## config.mk

```make
export PLATFORM = sky130hd
export DESIGN_NAME = hazard_forward_unit_flat
export DESIGN_NICKNAME = d
export VERILOG_FILES = /design/src/rtl/hazard_forward_unit_if.sv /design/src/rtl/hazard_forward_unit.sv /design/src/flat_wrapper.sv
export SDC_FILE = /design/constraint.sdc
export NUM_CORES = 1
export LEC_CHECK = 0
export CAP_MARGIN = 20
export CORE_AREA = 2 2 48 50
export CTS_BUF_LIST = sky130_fd_sc_hd__clkbuf_2 sky130_fd_sc_hd__clkbuf_4 sky130_fd_sc_hd__clkbuf_8
export DETAILED_ROUTE_END_ITERATION = 6
export DIE_AREA = 0 0 50 52
export GPL_ROUTABILITY_DRIVEN = 1
export HOLD_SLACK_MARGIN = 0.1
export PLACE_DENSITY = 0.75
export SLEW_MARGIN = 10
export SYNTH_ARGS = -nofsm -noshare
export SYNTH_HDL_FRONTEND = slang
export SYNTH_SLANG_ARGS = --single-unit
```

## constraint.sdc

```tcl
create_clock -name clk -period 1.74 [get_ports clk]
set_input_delay 0.348 -clock clk [delete_from_list [all_inputs] [get_ports clk]]
set_output_delay 0.348 -clock clk [all_outputs]
set_load 0.005 [all_outputs]
```

## src/rtl/hazard_forward_unit_if.sv

```systemverilog
// hazard_forward_unit_if: pipeline-side bundle between ID/EX/MEM stage state and the hazard/forward unit.
interface hazard_forward_unit_if #(parameter int REGW = 4);
  logic [REGW-1:0] ID_Rs, ID_Rt, EX_Rd, MEM_Rd;
  logic ID_UsesRs, ID_UsesRt, ID_IsMulDiv, ID_ReadsHiLo;
  logic EX_RegWrite, EX_MemRead, EX_Branch, CompareFlag;
  logic MEM_RegWrite, MemWait;
  logic [1:0] ForwardA, ForwardB;
  logic FrezePC, FrezeIFID, FrezeIDEX_SH, FlushIFID, FlushIDEX, HiLoBusy;
  modport master (
    output ID_Rs, ID_Rt, EX_Rd, MEM_Rd, ID_UsesRs, ID_UsesRt, ID_IsMulDiv, ID_ReadsHiLo,
           EX_RegWrite, EX_MemRead, EX_Branch, CompareFlag, MEM_RegWrite, MemWait,
    input  ForwardA, ForwardB, FrezePC, FrezeIFID, FrezeIDEX_SH, FlushIFID, FlushIDEX, HiLoBusy
  );
  modport slave (
    input  ID_Rs, ID_Rt, EX_Rd, MEM_Rd, ID_UsesRs, ID_UsesRt, ID_IsMulDiv, ID_ReadsHiLo,
           EX_RegWrite, EX_MemRead, EX_Branch, CompareFlag, MEM_RegWrite, MemWait,
    output ForwardA, ForwardB, FrezePC, FrezeIFID, FrezeIDEX_SH, FlushIFID, FlushIDEX, HiLoBusy
  );
endinterface

```

## src/rtl/hazard_forward_unit.sv

```systemverilog
// hazard_forward_unit: registered EX forwarding selects plus combinational freeze/flush control
// for load-use, HI/LO-busy, taken-branch and memory-wait conditions.
module hazard_forward_unit #(
  parameter int MULDIV_CYCLES = 4,
  parameter int REGW = 4
) (
  input logic clk,
  input logic rest,
  hazard_forward_unit_if.slave hif
);
  localparam logic [3:0] LOAD = 4'(MULDIV_CYCLES);
  logic [3:0] r_cnt;
  logic [1:0] r_fwd_a, r_fwd_b;
  logic w_busy, w_taken, w_load_use, w_hilo_haz, w_stall, w_flush_idex, w_issue;
  logic [1:0] w_fwd_a, w_fwd_b;
  function automatic logic [1:0] fwd_sel(input logic [REGW-1:0] src, input logic uses,
                                         input logic exw, input logic [REGW-1:0] exrd,
                                         input logic memw, input logic [REGW-1:0] memrd);
    return (!uses || src == '0) ? 2'b00 :
           (exw && exrd == src) ? 2'b10 :
           (memw && memrd == src) ? 2'b01 : 2'b00;
  endfunction
  always_comb begin
    w_busy = r_cnt != '0;
    w_taken = hif.EX_Branch & hif.CompareFlag;
    w_load_use = hif.EX_MemRead & (hif.EX_Rd != '0) &
                 ((hif.ID_UsesRs & (hif.ID_Rs == hif.EX_Rd)) | (hif.ID_UsesRt & (hif.ID_Rt == hif.EX_Rd)));
    w_hilo_haz = w_busy & (hif.ID_ReadsHiLo | hif.ID_IsMulDiv);
    w_stall = (w_load_use | w_hilo_haz) & ~w_taken;
    w_flush_idex = ~hif.MemWait & (w_taken | w_stall);
    w_issue = hif.ID_IsMulDiv & ~hif.MemWait & ~w_taken & ~w_stall;
    w_fwd_a = fwd_sel(hif.ID_Rs, hif.ID_UsesRs, hif.EX_RegWrite, hif.EX_Rd, hif.MEM_RegWrite, hif.MEM_Rd);
    w_fwd_b = fwd_sel(hif.ID_Rt, hif.ID_UsesRt, hif.EX_RegWrite, hif.EX_Rd, hif.MEM_RegWrite, hif.MEM_Rd);
    hif.FrezePC = hif.MemWait | w_stall;
    hif.FrezeIFID = hif.MemWait | w_stall;
    hif.FrezeIDEX_SH = hif.MemWait;
    hif.FlushIFID = ~hif.MemWait & w_taken;
    hif.FlushIDEX = w_flush_idex;
    hif.HiLoBusy = w_busy;
    hif.ForwardA = r_fwd_a;
    hif.ForwardB = r_fwd_b;
  end
  // The busy counter ignores MemWait so HI/LO latency is measured in real cycles.
  always_ff @(posedge clk or negedge rest) begin
    if (!rest) begin
      r_cnt <= '0;
      r_fwd_a <= 2'b00;
      r_fwd_b <= 2'b00;
    end else begin
      r_cnt <= w_issue ? LOAD : r_cnt - 4'(w_busy);
      r_fwd_a <= hif.MemWait ? r_fwd_a : w_flush_idex ? 2'b00 : w_fwd_a;
      r_fwd_b <= hif.MemWait ? r_fwd_b : w_flush_idex ? 2'b00 : w_fwd_b;
    end
  end
endmodule

```

## src/flat_wrapper.sv

```systemverilog
// flat-port wrapper written by rule: the top's interface ports become plain ports
module hazard_forward_unit_flat 
#(
  parameter int MULDIV_CYCLES = 4,
  parameter int REGW = 4
)
  (clk, rest, hif_ID_Rs, hif_ID_Rt, hif_EX_Rd, hif_MEM_Rd, hif_ID_UsesRs, hif_ID_UsesRt, hif_ID_IsMulDiv, hif_ID_ReadsHiLo, hif_EX_RegWrite, hif_EX_MemRead, hif_EX_Branch, hif_CompareFlag, hif_MEM_RegWrite, hif_MemWait, hif_ForwardA, hif_ForwardB, hif_FrezePC, hif_FrezeIFID, hif_FrezeIDEX_SH, hif_FlushIFID, hif_FlushIDEX, hif_HiLoBusy);
  hazard_forward_unit_if #(.REGW(REGW)) hif_i ();
  input logic clk;
  input logic rest;
  input wire logic [$bits(hif_i.ID_Rs)-1:0] hif_ID_Rs;
  input wire logic [$bits(hif_i.ID_Rt)-1:0] hif_ID_Rt;
  input wire logic [$bits(hif_i.EX_Rd)-1:0] hif_EX_Rd;
  input wire logic [$bits(hif_i.MEM_Rd)-1:0] hif_MEM_Rd;
  input wire logic [$bits(hif_i.ID_UsesRs)-1:0] hif_ID_UsesRs;
  input wire logic [$bits(hif_i.ID_UsesRt)-1:0] hif_ID_UsesRt;
  input wire logic [$bits(hif_i.ID_IsMulDiv)-1:0] hif_ID_IsMulDiv;
  input wire logic [$bits(hif_i.ID_ReadsHiLo)-1:0] hif_ID_ReadsHiLo;
  input wire logic [$bits(hif_i.EX_RegWrite)-1:0] hif_EX_RegWrite;
  input wire logic [$bits(hif_i.EX_MemRead)-1:0] hif_EX_MemRead;
  input wire logic [$bits(hif_i.EX_Branch)-1:0] hif_EX_Branch;
  input wire logic [$bits(hif_i.CompareFlag)-1:0] hif_CompareFlag;
  input wire logic [$bits(hif_i.MEM_RegWrite)-1:0] hif_MEM_RegWrite;
  input wire logic [$bits(hif_i.MemWait)-1:0] hif_MemWait;
  output wire logic [$bits(hif_i.ForwardA)-1:0] hif_ForwardA;
  output wire logic [$bits(hif_i.ForwardB)-1:0] hif_ForwardB;
  output wire logic [$bits(hif_i.FrezePC)-1:0] hif_FrezePC;
  output wire logic [$bits(hif_i.FrezeIFID)-1:0] hif_FrezeIFID;
  output wire logic [$bits(hif_i.FrezeIDEX_SH)-1:0] hif_FrezeIDEX_SH;
  output wire logic [$bits(hif_i.FlushIFID)-1:0] hif_FlushIFID;
  output wire logic [$bits(hif_i.FlushIDEX)-1:0] hif_FlushIDEX;
  output wire logic [$bits(hif_i.HiLoBusy)-1:0] hif_HiLoBusy;
  assign hif_i.ID_Rs = hif_ID_Rs;
  assign hif_i.ID_Rt = hif_ID_Rt;
  assign hif_i.EX_Rd = hif_EX_Rd;
  assign hif_i.MEM_Rd = hif_MEM_Rd;
  assign hif_i.ID_UsesRs = hif_ID_UsesRs;
  assign hif_i.ID_UsesRt = hif_ID_UsesRt;
  assign hif_i.ID_IsMulDiv = hif_ID_IsMulDiv;
  assign hif_i.ID_ReadsHiLo = hif_ID_ReadsHiLo;
  assign hif_i.EX_RegWrite = hif_EX_RegWrite;
  assign hif_i.EX_MemRead = hif_EX_MemRead;
  assign hif_i.EX_Branch = hif_EX_Branch;
  assign hif_i.CompareFlag = hif_CompareFlag;
  assign hif_i.MEM_RegWrite = hif_MEM_RegWrite;
  assign hif_i.MemWait = hif_MemWait;
  assign hif_ForwardA = hif_i.ForwardA;
  assign hif_ForwardB = hif_i.ForwardB;
  assign hif_FrezePC = hif_i.FrezePC;
  assign hif_FrezeIFID = hif_i.FrezeIFID;
  assign hif_FrezeIDEX_SH = hif_i.FrezeIDEX_SH;
  assign hif_FlushIFID = hif_i.FlushIFID;
  assign hif_FlushIDEX = hif_i.FlushIDEX;
  assign hif_HiLoBusy = hif_i.HiLoBusy;
  hazard_forward_unit #(.MULDIV_CYCLES(MULDIV_CYCLES), .REGW(REGW)) u_core (.clk(clk), .rest(rest), .hif(hif_i));
endmodule
```

Word level (Yosys, flattened, before mapping):

Cells that the tools add are included.

* output and inout bits: 10
* logic and storage cells: 51
* input bits: 28
* bits in registers: 8

* $add $sub $neg: 1
* eq/ne operators: 6
* multiplexer cells: 9
* reductions and logical operators: 12
* bitwise gates (word level): 20

Operator list (count)
* $eq 4x4->1: 6
* $and 1x1->1: 12
* $mux 2: 6
* $logic_not 4->1: 2
* $reduce_bool 4->1: 2
* $or 1x1->1: 5
* $logic_and 1x1->1: 4
* $mux 4: 1
* $sub 4x1->4: 1
* $not 1->1: 3
* $logic_not 1->1: 2
* $logic_or 1x1->1: 2
* $mux 1: 2

Logic depth before layout (Yosys ltp):

* depth in word-level cells: 9
* mapped depth: 5
* gate-level depth less buffers: 5

Worst setup path after synthesis:

OpenSTA, ideal clock, no wires.

* kind: register to output
* start point: register u_core.r_cnt[2]
* end point: output port hif_FrezePC
* cell stages (with the launch flop): 6
* required time: 1.392 ns
* path slack: -0.110 ns
* buffers on the path: 1
* data arrival time: 1.502 ns
* cells stage by stage: dfrtp_1 > or4_4 > o21ai_2 > o221ai_1 > a21o_1 > buf_4

* longest elaborated chain between the ends: 5

RTL lines
* start: declaration: line hazard_forward_unit.sv:12 `logic [3:0] r_cnt;`
* start signal: assignment: line hazard_forward_unit.sv:50 `r_cnt <= w_issue ? LOAD : r_cnt - 4'(w_busy);`
* $reduce_bool 4->1: line hazard_forward_unit.sv:24 `w_busy = r_cnt != '0;`
* via hif_HiLoBusy: line flat_wrapper.sv:32 `output wire logic [$bits(hif_i.HiLoBusy)-1:0] hif_HiLoBusy;`
* $and 1x1->1: line hazard_forward_unit.sv:28 `w_hilo_haz = w_busy & (hif.ID_ReadsHiLo | hif.ID_IsMulDiv);`
* $or 1x1->1: line hazard_forward_unit.sv:29 `w_stall = (w_load_use | w_hilo_haz) & ~w_taken;`
* $and 1x1->1: line hazard_forward_unit.sv:29
* $or 1x1->1
* end: declaration: line flat_wrapper.sv:27 `output wire logic [$bits(hif_i.FrezePC)-1:0] hif_FrezePC;`

The timed path passes the listed nets, and every way through them passes these cells.

Worst setup path after layout:

* start point: register u_core.r_cnt[0]
* end point: output port hif_FrezePC

* longest elaborated chain between the ends: 5

RTL lines
* $reduce_bool 4->1: line hazard_forward_unit.sv:24
* $and 1x1->1: line hazard_forward_unit.sv:28
* $or 1x1->1: line hazard_forward_unit.sv:29
* $and 1x1->1: line hazard_forward_unit.sv:29
* $or 1x1->1: line hazard_forward_unit.sv:34 `hif.FrezePC = hif.MemWait | w_stall;`

No other way between the ends.

==> results.toml <==
[clock_tree]
clk_path_buf_depth = 2
cts_root_buf = "clkbuf_4"
worstSkewPairLatency_ps = 250
cts_buffers = 3
clk_pin_slew_worst_paths_ps = 60
cts_sinks = 8
htreeDepth = 1
cts_tree = "done"

[route]
wl_per_cell_um = 13.1
drt_iter0_markers = 12
detail-route-antenna-nets = 0
wirelength_um = 2300
num_vias = 861
drc = 0
vias_per_cell = 4.92
drt_pass1_iterations = 4

[yosys]
yosys.area.top_type_share = 0.278
syn_inst = 78
synthArstFlopShare = 1.00
synth_mux_area_frac = 0
synthTopCellsByArea = "dfrtp_1, xnor2_1, xor2_1"
seq_area_frac_synth = 0.278
synthAdderAreaFrac = 0.0347
synth_edf_count = 0
synth_xor_area_frac = 0.219
ys_ff_latch = 8
synth_compound_area_frac = 0.214
synth.distinct_cells = 30
avgSynthCellArea_um2 = 9.24
yosys.area_share.simple = 0.198
synth_top_family_by_area = "XOR/XNOR gates"
synthTopCellsByCount = "xnor2_1, dfrtp_1, nand2_1, inv_1, xor2_1"
synth-warning-count = 0
synthesis.area_um2 = 721
yosysTopAreaCell = "dfrtp_1"
synth_top_flop_cell = "dfrtp_1"
yosysMostFrequentCell = "xnor2_1"
syn_nets = 108

[flow_run]
maxCapViolCount = 0

[timing]
layout_min_cycle_time_ps = 2070
rsz0062_at_grt = "yes"
worst_clock_skew_ps = 6.13
fmax_mhz = 483
setup_violations = 8
worst_slew_pin_slew_ps = 348
drv_slew = 0
finalCritPeriodShare = 1.19
final_hold_viol_count = 0
slew_headroom = 0.768
setup_slack_ps = -331

[setup_path]
crit_path_end_kind = "output pin"
critPathLaunchType = "flop"
crit_path_cell_trace = "or4_4 -> o21ai_4 -> o221ai_2 -> a21o_1 -> buf_2"
crit_path_start = "u_core.r_cnt[0]"
r2r-start = "u_core.r_cnt[0]"
critPathRequiredTime_ps = 1390
crit_slowest_cell = "or4_4"
crit_type = "reg2out"
cp.arrival_ps = 1720
reg2reg_depth = 8
cpPeakStageDelay_ps = 570
cp_max_fo = 3

[floorplanning]
die_area_mm2 = 0.00260
die_h_um = 52
rows = 17
core_area_mm2 = 0.00211
die_w_um = 50
ioPinCount = 38
start_util = 0.342

[power]
p_total_mw = 1.13
p_leak_nw = 0.640
power_density_mw_per_mm2 = 775
ir_drop_uv = 498

[grt]
grt_overflow_total = 0
grt_max_degree = 9
antenna_found_initial = 0
grt_pass1_vias = 907
grt_pass1_wl_um = 3910
grt_use_total = 0.199

[cells_and_area]
final_util = 0.694
areaGrowthSynthToFinish_pct = 103
antenna_cells = 0
layout-drive-gt1-share = 0.429
fillers = 157
instances_no_fill = 175
num-nets-final = 179

[outcome]
violations = "setup timing"
status = "complete, but fails checks"

[placed_design]
hpwlAfterDp_um = 1880
portBuffers = 37
place_inst = 165
place_ws_ps = -835
gp_congestion = 0.755

[worst_hold_path]
min-delay-path-class = "in2async"
## what timing repair did
action | in CTS | in global routing
setup buffers | 13 | 2
pin swaps | 13 | 6
endpoints found under the setup margin | 14 | 11
hold buffers | 0 | 0
gates resized for setup | 50 | 12
## registers in the layout, summed over array words and instances (netlist names)
signal	cells
u_core.r_cnt	4
u_core.hif.ForwardA	2
u_core.hif.ForwardB	2
## where the power goes
group,switching (mW),internal [mW]
clock,0.0593,0.0787
combinational,0.283,0.444
sequential,0.0282,0.240
## cells by family after synthesis
group	count (synthesis)
flip-flops	8
adder cells (fa/ha/maj)	2
buffers and inverters	9
XOR/XNOR	18
AND/OR/NAND/NOR	24
AO/OA/AOI/OAI	17
## worst max-delay path: cells and delay by family, from the launching register on
family                 cells  cell delay, ps
buffers and inverters      1             120
AOI/OAI and AO/OA          3             410
DFF                        1             380
and+or+nand+nor            1             570
## through the flow
stage / area, um2 / setup TNS [ps] / hold slack [ps]
6_report: 1460 / -1980 / 367
5_1_grt: 1460 / -2300 / 405
4_1_cts: 1430 / -1780 / 372
3_5_place_dp: 1310 / -5720 / 480
3_3_place_gp: 1310 / -5300 / 472
2_1_floorplan: 738 / -37.8 / 52.4
## layout make-up
type / instances / area, um2 / share of cell area
inverter: 6 / 22.5 / 0.0154
multi-input combinational: 61 / 582 / 0.398
tap: 28 / 35.0 / 0.0240
clock buffer: 3 / 22.5 / 0.0154
timing repair buffer: 69 / 599 / 0.410
sequential: 8 / 200 / 0.137
## cells in the final DEF, fill, tap and decap left out
cell type,count
ha_4,2
o31ai_2,2
or2_2,1
buf_6,6
xor2_1,6
o22ai_2,1
o41ai_2,1
buf_4,27
a21o_1,1
nand2_1,5
o221ai_2,2
clkdlybuf4s50_1,19
nand2_2,2
inv_2,1
inv_1,5
o31ai_1,1
or4_1,1
buf_2,4
or4_4,2
dlygate4sd2_1,11
clkbuf_4,3
or3_1,1
nor3b_2,1
o21ai_4,1
o2111ai_1,2
dfrtp_1,8
xnor2_2,2
xnor2_1,10
o21ba_1,2
clkdlybuf4s15_2,2
and3_1,1
nand4_1,3
nor2_1,2
o41a_1,1
nand3_4,2
nand2_4,1
nor3_1,2
o21a_1,2
o21ai_1,1
## path summary, 6_finish.rpt
check	slack (ps)	to
setup / recovery	-330	hif_FrezePC
hold / removal	370	u_core.r_cnt[2]
setup reg to reg	-260	u_core.r_cnt[2]
hold reg to reg	500	u_core.hif.ForwardA[0]
max in group asynchronous	1110	u_core.hif.ForwardA[1]
min in group clk	500	u_core.hif.ForwardA[0]
## metal layers
| layer | vias up | GRT usage | share of wire |
|---|---|---|---|
| li1 | 422 | - | - |
| met1 | 408 | 0.187 | 0.36 |
| met2 | 29 | 0.419 | 0.59 |
| met3 | 2 | 0.0230 | 0.039 |
| met4 | 0 | 0.0880 | 0.011 |
| met5 | - | 0 | 0 |
Power figures use the tool's default switching activity.
